### src/rtl/seg7_scan_ctrl_if.sv
// rtl/seg7_scan_ctrl_if.sv - value-source and display-pin bundle for the 7-segment scan controller
interface seg7_scan_ctrl_if #(
    parameter int NUM_DIGITS = 4
);
    logic [4*NUM_DIGITS-1:0] digits_in;
    logic                    load;
    logic                    enable;
    logic                    lzs_en;
    logic [6:0]              seg;
    logic [NUM_DIGITS-1:0]   an;
    logic                    frame_done;

    modport master (
        output digits_in, load, enable, lzs_en,
        input  seg, an, frame_done
    );

    modport slave (
        input  digits_in, load, enable, lzs_en,
        output seg, an, frame_done
    );
endinterface

### src/rtl/seg7_scan_ctrl.sv
// rtl/seg7_scan_ctrl.sv - multiplexed common-anode 7-segment scan controller with blank guards and LZS
module seg7_scan_ctrl #(
    parameter int NUM_DIGITS   = 4,
    parameter int REFRESH_DIV  = 50000,
    parameter int BLANK_CYCLES = 2
) (
    input  logic             clk,
    input  logic             rst_n,
    seg7_scan_ctrl_if.slave  bus
);
    localparam int DW = 4 * NUM_DIGITS;
    localparam int IW = (NUM_DIGITS > 1) ? $clog2(NUM_DIGITS) : 1;
    localparam int CW = $clog2(REFRESH_DIV + 1);
    localparam logic [CW-1:0] SLOT_END  = CW'(REFRESH_DIV - 1);
    localparam logic [CW-1:0] BLANK_END = CW'(BLANK_CYCLES - 1);
    localparam logic [IW-1:0] LAST_IDX  = IW'(NUM_DIGITS - 1);

    typedef enum logic [1:0] {IDLE, BLANK, DRIVE} state_t;

    state_t          state_q, state_d;
    logic [IW-1:0]   idx_q, idx_d;
    logic [CW-1:0]   cnt_q, cnt_d;
    logic [DW-1:0]   shadow_q, shadow_d;
    logic [DW-1:0]   pending_q, pending_d;
    logic            pend_v_q, pend_v_d;
    logic [6:0]      seg_q, seg_d;
    logic [NUM_DIGITS-1:0] an_q, an_d;
    logic            fd_q;
    logic            wrap;
    logic            boundary;
    logic            run;
    logic [NUM_DIGITS-1:0] sup;
    logic [DW-1:0]   din;

    assign din            = bus.digits_in;
    assign bus.seg        = seg_q;
    assign bus.an         = an_q;
    assign bus.frame_done = fd_q;

    function automatic logic [6:0] decode(input logic [3:0] d);
        case (d)
            4'd0:    decode = 7'b1000000;
            4'd1:    decode = 7'b1111001;
            4'd2:    decode = 7'b0100100;
            4'd3:    decode = 7'b0110000;
            4'd4:    decode = 7'b0011001;
            4'd5:    decode = 7'b0010010;
            4'd6:    decode = 7'b0000010;
            4'd7:    decode = 7'b1111000;
            4'd8:    decode = 7'b0000000;
            4'd9:    decode = 7'b0010000;
            default: decode = 7'b1111111;
        endcase
    endfunction

    always_ff @(posedge clk or negedge rst_n) begin
        if (!rst_n) begin
            state_q   <= IDLE;
            idx_q     <= '0;
            cnt_q     <= '0;
            shadow_q  <= '0;
            pending_q <= '0;
            pend_v_q  <= 1'b0;
            seg_q     <= 7'h7F;
            an_q      <= '1;
            fd_q      <= 1'b0;
        end else begin
            state_q   <= state_d;
            idx_q     <= idx_d;
            cnt_q     <= cnt_d;
            shadow_q  <= shadow_d;
            pending_q <= pending_d;
            pend_v_q  <= pend_v_d;
            seg_q     <= seg_d;
            an_q      <= an_d;
            fd_q      <= wrap;
        end
    end

    always_comb begin
        state_d   = state_q;
        idx_d     = idx_q;
        cnt_d     = cnt_q;
        shadow_d  = shadow_q;
        pending_d = pending_q;
        pend_v_d  = pend_v_q;
        wrap      = 1'b0;
        boundary  = 1'b0;
        case (state_q)
            IDLE: begin
                if (bus.enable) begin
                    state_d = (BLANK_CYCLES == 0) ? DRIVE : BLANK;
                    idx_d   = '0;
                    cnt_d   = '0;
                end
            end
            BLANK: begin
                if (cnt_q == BLANK_END) state_d = DRIVE;
                cnt_d = cnt_q + 1'b1;
            end
            default: begin
                if (cnt_q == SLOT_END) begin
                    cnt_d   = '0;
                    state_d = (BLANK_CYCLES == 0) ? DRIVE : BLANK;
                    if (idx_q == LAST_IDX) begin
                        idx_d = '0;
                        wrap  = 1'b1;
                    end else begin
                        idx_d = idx_q + 1'b1;
                    end
                end else begin
                    cnt_d = cnt_q + 1'b1;
                end
            end
        endcase
        if (!bus.enable) begin
            state_d = IDLE;
            idx_d   = '0;
            cnt_d   = '0;
            wrap    = 1'b0;
        end
        // Frame boundaries (wrap or leaving the scan) are the only points shadow may change while scanning
        boundary = wrap || (state_q != IDLE && !bus.enable);
        if (boundary && pend_v_q) begin
            shadow_d = pending_q;
            pend_v_d = 1'b0;
        end
        if (bus.load) begin
            if (state_q == IDLE || boundary) begin
                shadow_d = din;
            end else begin
                pending_d = din;
                pend_v_d  = 1'b1;
            end
        end
    end

    always_comb begin
        sup = '0;
        run = bus.lzs_en;
        for (int i = NUM_DIGITS - 1; i > 0; i--) begin
            run    = run && (shadow_d[4*i +: 4] == 4'd0);
            sup[i] = run;
        end
        an_d  = '1;
        seg_d = 7'h7F;
        if (state_d == DRIVE && !sup[idx_d]) begin
            an_d[idx_d] = 1'b0;
            seg_d       = decode(shadow_d[idx_d*4 +: 4]);
        end
    end
endmodule

### src/flat_wrapper.sv
// flat-port wrapper written by rule: the top's interface ports become plain ports
module seg7_scan_ctrl_flat 
#(
    parameter int NUM_DIGITS   = 4,
    parameter int REFRESH_DIV  = 50000,
    parameter int BLANK_CYCLES = 2
)
  (clk, rst_n, bus_digits_in, bus_load, bus_enable, bus_lzs_en, bus_seg, bus_an, bus_frame_done);
  seg7_scan_ctrl_if #(.NUM_DIGITS(NUM_DIGITS)) bus_i ();
  input  logic clk;
  input  logic rst_n;
  input wire logic [$bits(bus_i.digits_in)-1:0] bus_digits_in;
  input wire logic [$bits(bus_i.load)-1:0] bus_load;
  input wire logic [$bits(bus_i.enable)-1:0] bus_enable;
  input wire logic [$bits(bus_i.lzs_en)-1:0] bus_lzs_en;
  output wire logic [$bits(bus_i.seg)-1:0] bus_seg;
  output wire logic [$bits(bus_i.an)-1:0] bus_an;
  output wire logic [$bits(bus_i.frame_done)-1:0] bus_frame_done;
  assign bus_i.digits_in = bus_digits_in;
  assign bus_i.load = bus_load;
  assign bus_i.enable = bus_enable;
  assign bus_i.lzs_en = bus_lzs_en;
  assign bus_seg = bus_i.seg;
  assign bus_an = bus_i.an;
  assign bus_frame_done = bus_i.frame_done;
  seg7_scan_ctrl #(.NUM_DIGITS(NUM_DIGITS), .REFRESH_DIV(REFRESH_DIV), .BLANK_CYCLES(BLANK_CYCLES)) u_core (.clk(clk), .rst_n(rst_n), .bus(bus_i));
endmodule
### config.mk
export PLATFORM = sky130hd
export DESIGN_NAME = seg7_scan_ctrl_flat
export DESIGN_NICKNAME = d
export VERILOG_FILES = /design/src/rtl/seg7_scan_ctrl_if.sv /design/src/rtl/seg7_scan_ctrl.sv /design/src/flat_wrapper.sv
export SDC_FILE = /design/constraint.sdc
export NUM_CORES = 1
export LEC_CHECK = 0
export ABC_AREA = 1
export ABC_CLOCK_PERIOD_IN_PS = 3250
export BUFFER_PORTS_ARGS = -buffer_cell sky130_fd_sc_hd__buf_2
export CAP_MARGIN = 20
export CORE_MARGIN = 2
export CORE_UTILIZATION = 30
export DETAILED_ROUTE_END_ITERATION = 10
export GPL_TIMING_DRIVEN = 0
export PLACE_DENSITY = 0.46
export SLEW_MARGIN = 20
export SYNTH_ARGS = -nofsm -noshare
export SYNTH_HDL_FRONTEND = slang
export SYNTH_SLANG_ARGS = --single-unit
export TNS_END_PERCENT = 20
### constraint.sdc
create_clock -name clk -period 3.25 [get_ports clk]
set_input_delay 0.1625 -clock clk [delete_from_list [all_inputs] [get_ports clk]]
set_output_delay 0.1625 -clock clk [all_outputs]
set_load 0.02 [all_outputs]
==> results of run 1 <==
-- worst max-delay path, cell delays in order (launching register included) --
cell	delay [ns]
dfrtp_1	0.39
ha_1	0.21
nand3_2	0.15
nor2_4	0.19
nand3_2	0.14
nand3_1	0.13
nand2_2	0.11
nor2_1	0.39
nand3_1	0.17
nand2_1	0.12
inv_1	0.05
nand2_2	0.13
inv_1	0.10
ha_1	0.30
nand2_1	0.08
nand3_1	0.07
nand3_1	0.10
-- routing by layer --
layer  GRT usage, %  vias up  wire [µm]
met5              0        -          0
met4          4.444        0        158
met3          3.647       15        257
met2          21.71       38       3605
met1          18.66     1268       3830
li1               -     1404          -
-- per-stage QoR --
stage                     utilization (%)  hold WS [ns]  cells  cell area, µm²  total power [mW]
after floorplan                         -       -0.1331    411            3465             1.232
after global placement              33.60        0.4166    586            3804             1.344
after detailed placement            33.80        0.1054    587            3826             1.351
after CTS                           36.70       0.07321    603            4155             2.413
after global routing                36.70       0.07683    603            4155             2.520
final                               36.70       0.08348    603            4155             2.374
-- synthesized netlist by cell type --
master	count	area share (%)
nand2_1	99	11
dfrtp_1	54	39
nand3_1	52	7.5
inv_1	42	4.6
nor2_1	37	4.0
o21ai_0	18	2.6
dfstp_2	11	8.3
ha_1	8	2.9
nand3_2	8	2.3
a21oi_1	7	1.0
inv_2	6	0.65
nand2_2	6	1.1
buf_6	5	1.6
mux2_2	5	1.6
nand3b_1	5	1.1
nor3_1	5	0.72
xor2_1	5	1.3
clkbuf_1	4	0.43
nand2_4	4	1.3
nor2_2	4	0.72
and2_1	3	0.54
nor2_4	3	0.98
nand4_1	2	0.36
nor3b_1	2	0.43
xnor2_1	2	0.51
a211oi_1	1	0.22
a21oi_2	1	0.25
a31oi_1	1	0.18
and3_1	1	0.18
buf_2	1	0.14
clkinv_1	1	0.11
clkinv_2	1	0.14
nand3_4	1	0.51
nand4_4	1	0.61
nor4_1	1	0.18
o211ai_2	1	0.36
o21ai_1	1	0.14
o21ai_4	1	0.47
o21bai_1	1	0.22
-- state kept, by name, summed over array words and instances, names as in the netlist --
name,count
u_core.bus.frame_done,1
u_core.bus.seg,7
u_core.bus.an,4
u_core.cnt_q,16
u_core.pend_v_q,1
u_core.shadow_q,16
u_core.pending_q,16
u_core.state_q,2
u_core.idx_q,2
-- power groups by stage --
stage	registers [mW]	clock network, mW	logic, mW
final	0.944	1.04	0.388
after global routing	0.956	1.11	0.452
after CTS	0.944	1.07	0.396
after detailed placement	0.958	0	0.393
after global placement	0.957	0	0.387
after floorplan	0.951	0	0.281
-- worst max path at each step --
| stage | start | to | slack (ns) | cells past startpoint |
|---|---|---|---|---|
| 2_1_floorplan | u_core.cnt_q[0]$_DFF_PN0_ | u_core.bus.seg[0]$_DFF_PN1_ | 0.84 | 20 |
| 3_3_place_gp | u_core.cnt_q[0]$_DFF_PN0_ | u_core.bus.seg[3]$_DFF_PN1_ | 0.33 | 16 |
| 3_5_place_dp | u_core.cnt_q[0]$_DFF_PN0_ | u_core.bus.seg[3]$_DFF_PN1_ | 0.36 | 16 |
| 4_1_cts | u_core.cnt_q[0]$_DFF_PN0_ | u_core.bus.seg[3]$_DFF_PN1_ | 0.32 | 16 |
| 5_1_grt | u_core.cnt_q[0]$_DFF_PN0_ | u_core.bus.seg[0]$_DFF_PN1_ | 0.04 | 17 |
| 6_report | u_core.cnt_q[0]$_DFF_PN0_ | u_core.bus.seg[3]$_DFF_PN1_ | 0.35 | 16 |
-- cells by family after synthesis --
kind of cell    after synthesis  share of synthesized area [%]
compound gates               32                          5.453
xor+xnor                      7                          1.770
fa+ha+maj                     8                          2.889
buf+inv                      60                          7.655
flops                        65                          47.35
mux                           5                          1.625
simple gates                234                          33.26
-- final cells by class --
type	count	area share, %
buffer	10	1.837
clock buffer	10	5.751
clock inverter	5	1.927
inverter	50	4.547
multi-input combinational	286	37.52
sequential	65	39.48
tap	143	4.306
timing repair buffer	34	4.637
-- what timing repair did --
item | in CTS | in global routing
endpoints found under the hold margin | 15 | 0
hold buffers | 1 | 0
resized for setup | 0 | 0
endpoints found under the setup margin | 0 | 0
==> reports/results.ini, run 1 <==
[outcome]
run_status=complete, no violations

[cells_and_area]
fill_cells=1200
multiInputGateArea_mm2=0.001559
layout-area-overhead-vs-synth_pct=19.94
diodes=0
final_common_cell=nand2_1
drive_gt1_share_pct=23.26
layout.nets=485
mostFrequentLayoutCells=nand2_1, dfrtp_1, nand3_1, inv_1, nor2_1
final-seq-area_mm2=0.001640

[pwr]
max-vdd-ir-drop_mv=0.2802
seqPwrFrac_pct=39.8
internal-power_mw=1.733
cellLeakagePower_nw=1.971
pwr-share-comb_pct=16.3
switching_power_mw=0.6407
switching_share_pct=26.99
p_per_area_mw_per_mm2=571.3
p_clk_share_pct=43.9

[clocking]
tritoncts=built
postCtsSetupBuffers=0
clk_pin_slew_worst_paths_ns=0.06
cts-buffers-inserted=9
cts.sinks=65
cts_buffer_depth=2
insertion_delay_ns=0.33
htree_levels=3
clockRootBuffer=clkbuf_16

[routing]
drtPass1Iterations=4
drt_iter0_markers=113
vias=2725
wl_per_cell_um=13.02
routed_via_density=4.519
totalWireLength_mm=7.850
drc_errors=0
antenna_left=0

[worst_setup_path]
arrival_ns=3.17
startpoint_type=register
worst_setup_path_end_kind=register
critPathRequiredTime_ns=3.52
timing.rr.end=u_core.bus.seg[3]$_DFF_PN1_
reg2reg_slack_ns=0.35
rr_worst_depth=16
cp_max_fo=5
rr_startpoint=u_core.cnt_q[0]$_DFF_PN0_
critPathKind=reg -> reg

[sta]
finalSetupTns_ns=0
setup_viol=0
tightest_slew_ns=0.4985
worst_slack_ns=0.3467
clock_skew_ns=0.008580
hold_viol_final=0
fmax_mhz=344.4
slew_viol_final=0
grt_setup_unrepaired=false
fin_crit_ns=2.903
slew-limit-headroom_pct=66.76
min_period_over_period_pct=89.33

[placed_design]
dp_hpwl_mm=5.842
post-place-ws_ns=0.3557
io_buffers=32
place.gp.congestion=0.8136

[synthesis]
synthCells=411
ys_warn_count=0
ys_seq_elements=65
syn-num-nets=440
syn_avg_cell_area_um2=8.430
ys_seq_area_share_pct=47.35
yosysUniqueCellTypes=39
synth_area_mm2=0.003465

[job]
drv_cap=0

[floorplan]
core_area_mm2=0.01132
rows=39
die_w_um=111.5
start_util_pct=30.60
die_area_mm2=0.01242
ios=33
die_h_um=111.5

[global_route]
grt_pass1_vias=2873
grt_usage_pct=13.81
antenna_found_initial=0
gr-total-overflow=0
grt_max_degree=40
grt_first_pass_wirelength_mm=14.01

[worst_hold_path]
hold_start=bus_digits_in[13]
hold_path_end=u_core.shadow_q[13]$_DFF_PN0_
hp-class=in -> reg
whs_path_depth=3

(Power assumes the default switching activity.)
==> run 2, diff against run 1 <==
--- a/config.mk
+++ b/config.mk
@@ -10,10 +10,10 @@
 export BUFFER_PORTS_ARGS = -buffer_cell sky130_fd_sc_hd__buf_2
 export CAP_MARGIN = 20
 export CORE_MARGIN = 2
-export CORE_UTILIZATION = 30
+export CORE_UTILIZATION = 59
 export DETAILED_ROUTE_END_ITERATION = 10
 export GPL_TIMING_DRIVEN = 0
-export PLACE_DENSITY = 0.46
+export PLACE_DENSITY = 0.79
 export SLEW_MARGIN = 20
 export SYNTH_ARGS = -nofsm -noshare
 export SYNTH_HDL_FRONTEND = slang
==> run 2 against run 1 <==
  * Via count rose by 1.9%
  * Largest cell class unchanged
  * Worst hold slack got worse by 0.014 ns
  * Combinational power rose by 1%
  * Critical path depth did not move
  * Die area fell by 48%
  * Utilization rose by 34 points
  * Setup slack improved by 0.079 ns
  * Fmax rose by 2.8%
  * Largest power group is now registers
==> reports/results.ini, run 2 (synthesized netlist as in run 1, its figures left out) <==
[clocking]
insertion_delay_ns=0.34  ; about the same
htree_levels=3  ; unchanged
clockRootBuffer=clkbuf_8
cts-buffers-inserted=9  ; unchanged
clk_pin_slew_worst_paths_ns=0.07  ; about the same
cts_buffer_depth=2  ; unchanged
cts.sinks=65  ; unchanged
postCtsSetupBuffers=0  ; unchanged
tritoncts=built

[global_route]
grt_pass1_vias=2634  ; -8.3%
grt_max_degree=43  ; +7.5%
gr-total-overflow=0  ; unchanged
antenna_found_initial=0  ; unchanged
grt_usage_pct=24.78  ; +11 points
grt_first_pass_wirelength_mm=12.09  ; -14%

[cells_and_area]
final_common_cell=nand2_1
drive_gt1_share_pct=23.43  ; +0.17 points
final_util_pct=71.09  ; +34 points
layout.cells.non_filler=533  ; -12%
fill_cells=446  ; -63%
mostFrequentLayoutCells=nand2_1, dfrtp_1, nand3_1, inv_1, nor2_1
reg_top3=u_core.cnt_q (16), u_core.pending_q (16), u_core.shadow_q (16)
layout.nets=485  ; unchanged
diodes=0  ; unchanged
layout-area-overhead-vs-synth_pct=14.37

[routing]
drt_iter0_markers=179  ; +58%
totalWireLength_mm=7.259  ; -7.5%
drtPass1Iterations=4  ; unchanged
vias=2777  ; +1.9%
antenna_left=0  ; unchanged
drc_errors=0  ; unchanged
routed_via_density=5.210  ; +15%
wl_per_cell_um=13.62  ; +4.6%

[worst_setup_path]
critPathRequiredTime_ns=3.53  ; about the same
critPathKind=reg -> reg
worst_setup_path_end_kind=register
arrival_ns=3.10  ; -0.07 ns
reg2reg_slack_ns=0.43  ; +0.08 ns
cp_max_fo=5  ; unchanged
startpoint_type=register

[outcome]
run_status=complete, no violations

[sta]
clock_skew_ns=0.008034  ; -0.0005459 ns
min_period_over_period_pct=86.89  ; -2.4 points
tightest_slew_ns=0.5057  ; +0.007117 ns
finalSetupTns_ns=0  ; unchanged
slew-limit-headroom_pct=66.29  ; -0.47 points
slew_viol_final=0  ; unchanged
hold_viol_final=0  ; unchanged
fin_crit_ns=2.824  ; -0.07948 ns
setup_viol=0  ; unchanged
grt_setup_unrepaired=false
fmax_mhz=354.1  ; +2.8%

[floorplan]
ios=33  ; unchanged
rows=27  ; -31%
die_h_um=80.63  ; -28%
die_area_mm2=0.006501  ; -48%
core_area_mm2=0.005574  ; -51%
die_w_um=80.63  ; -28%
start_util_pct=62.15  ; +32 points

[placed_design]
dp_hpwl_mm=5.231  ; -10%
io_buffers=32  ; unchanged
place.gp.congestion=0.9155  ; +13%
dp_cells=516  ; -12%

[pwr]
seqPwrFrac_pct=45.7  ; +5.9 points
switching_power_mw=0.6088  ; -5.0%
p_per_area_mw_per_mm2=522.4  ; -8.5%
p_clk_share_pct=35.4  ; -8.5 points
max-vdd-ir-drop_mv=0.4119  ; +47%
internal-power_mw=1.461  ; -16%
switching_share_pct=29.41  ; +2.4 points
cellLeakagePower_nw=1.925  ; -2.3%
pwr-share-comb_pct=18.9  ; +2.6 points
p_total_mw=2.070  ; -13%

[job]
drv_cap=0  ; unchanged

[worst_hold_path]
hp-class=in -> reg

==> run 2: stage by stage <==
stage          setup slack, ns  cell area (µm²)  hold WS [ns]
2_1_floorplan           0.8418             3465       -0.1331
3_3_place_gp            0.5043             3715        0.4024
3_5_place_dp            0.4850             3737       0.08017
4_1_cts                 0.4417             3963       0.06332
5_1_grt                 0.1747             3963       0.07272
6_report                0.4262             3963       0.06936
==> run 2: path summary, 6_finish.rpt <==
path                                            startpoint                               to  depth (start not counted)
min reg2reg                u_core.pending_q[0]$_DFFE_PN0P_  u_core.pending_q[0]$_DFFE_PN0P_                          2
min                                       bus_digits_in[3]  u_core.pending_q[3]$_DFFE_PN0P_                          2
max in group asynchronous                            rst_n      u_core.bus.seg[4]$_DFF_PN1_                          3
max reg2reg                      u_core.cnt_q[0]$_DFF_PN0_      u_core.bus.seg[3]$_DFF_PN1_                         16
min in group asynchronous                            rst_n        u_core.cnt_q[9]$_DFF_PN0_                          2
max                              u_core.cnt_q[0]$_DFF_PN0_      u_core.bus.seg[3]$_DFF_PN1_                         16
==> run 2: power by group through the flow <==
stage / Sequential, mW / Combinational, mW / Clock [mW]
2_1_floorplan: 0.951 / 0.281 / 0
3_3_place_gp: 0.954 / 0.371 / 0
3_5_place_dp: 0.958 / 0.388 / 0
4_1_cts: 0.944 / 0.393 / 0.738
5_1_grt: 0.955 / 0.448 / 0.773
6_report: 0.945 / 0.392 / 0.733
==> run 2: routing by layer <==
layer  GRT usage, %  vias to the layer above  part of all wire (%)
li1               -                     1406                     -
met1          30.97                     1301                    45
met2          41.92                       59                    50
met3          4.494                       11                   3.5
met4          10.85                        0                   1.9
met5              0                        -                     0
==> run 2: final cells by class <==
cell class              instances  area (µm²)  share of cell area (%)
plain buffers                  10       76.32                   1.926
multi-input cells             286        1559                   39.34
inverters                      50       188.9                   4.768
well taps                      72       90.09                   2.273
repair buffers                 34       192.7                   4.863
clock inverters                 4       50.05                   1.263
flip-flops and latches         65        1640                   41.40
clock buffers                  12       165.2                   4.168
==> run 2: what timing repair did <==
action	CTS	global route
hold buffers	1	0
resized for setup	0	0
endpoints found under the hold margin	23	0
==> run 2: critical path, cell delays in order (launching register included) <==
cell and delay [ns]:
dfrtp_1 0.40, ha_1 0.22, nand3_2 0.15, nor2_4 0.18
nand3_2 0.13, nand3_1 0.13, nand2_2 0.10, nor2_1 0.37
nand3_1 0.14, nand2_1 0.11, inv_1 0.05, nand2_2 0.13
inv_1 0.10, ha_1 0.30, nand2_1 0.08, nand3_1 0.07
nand3_1 0.10
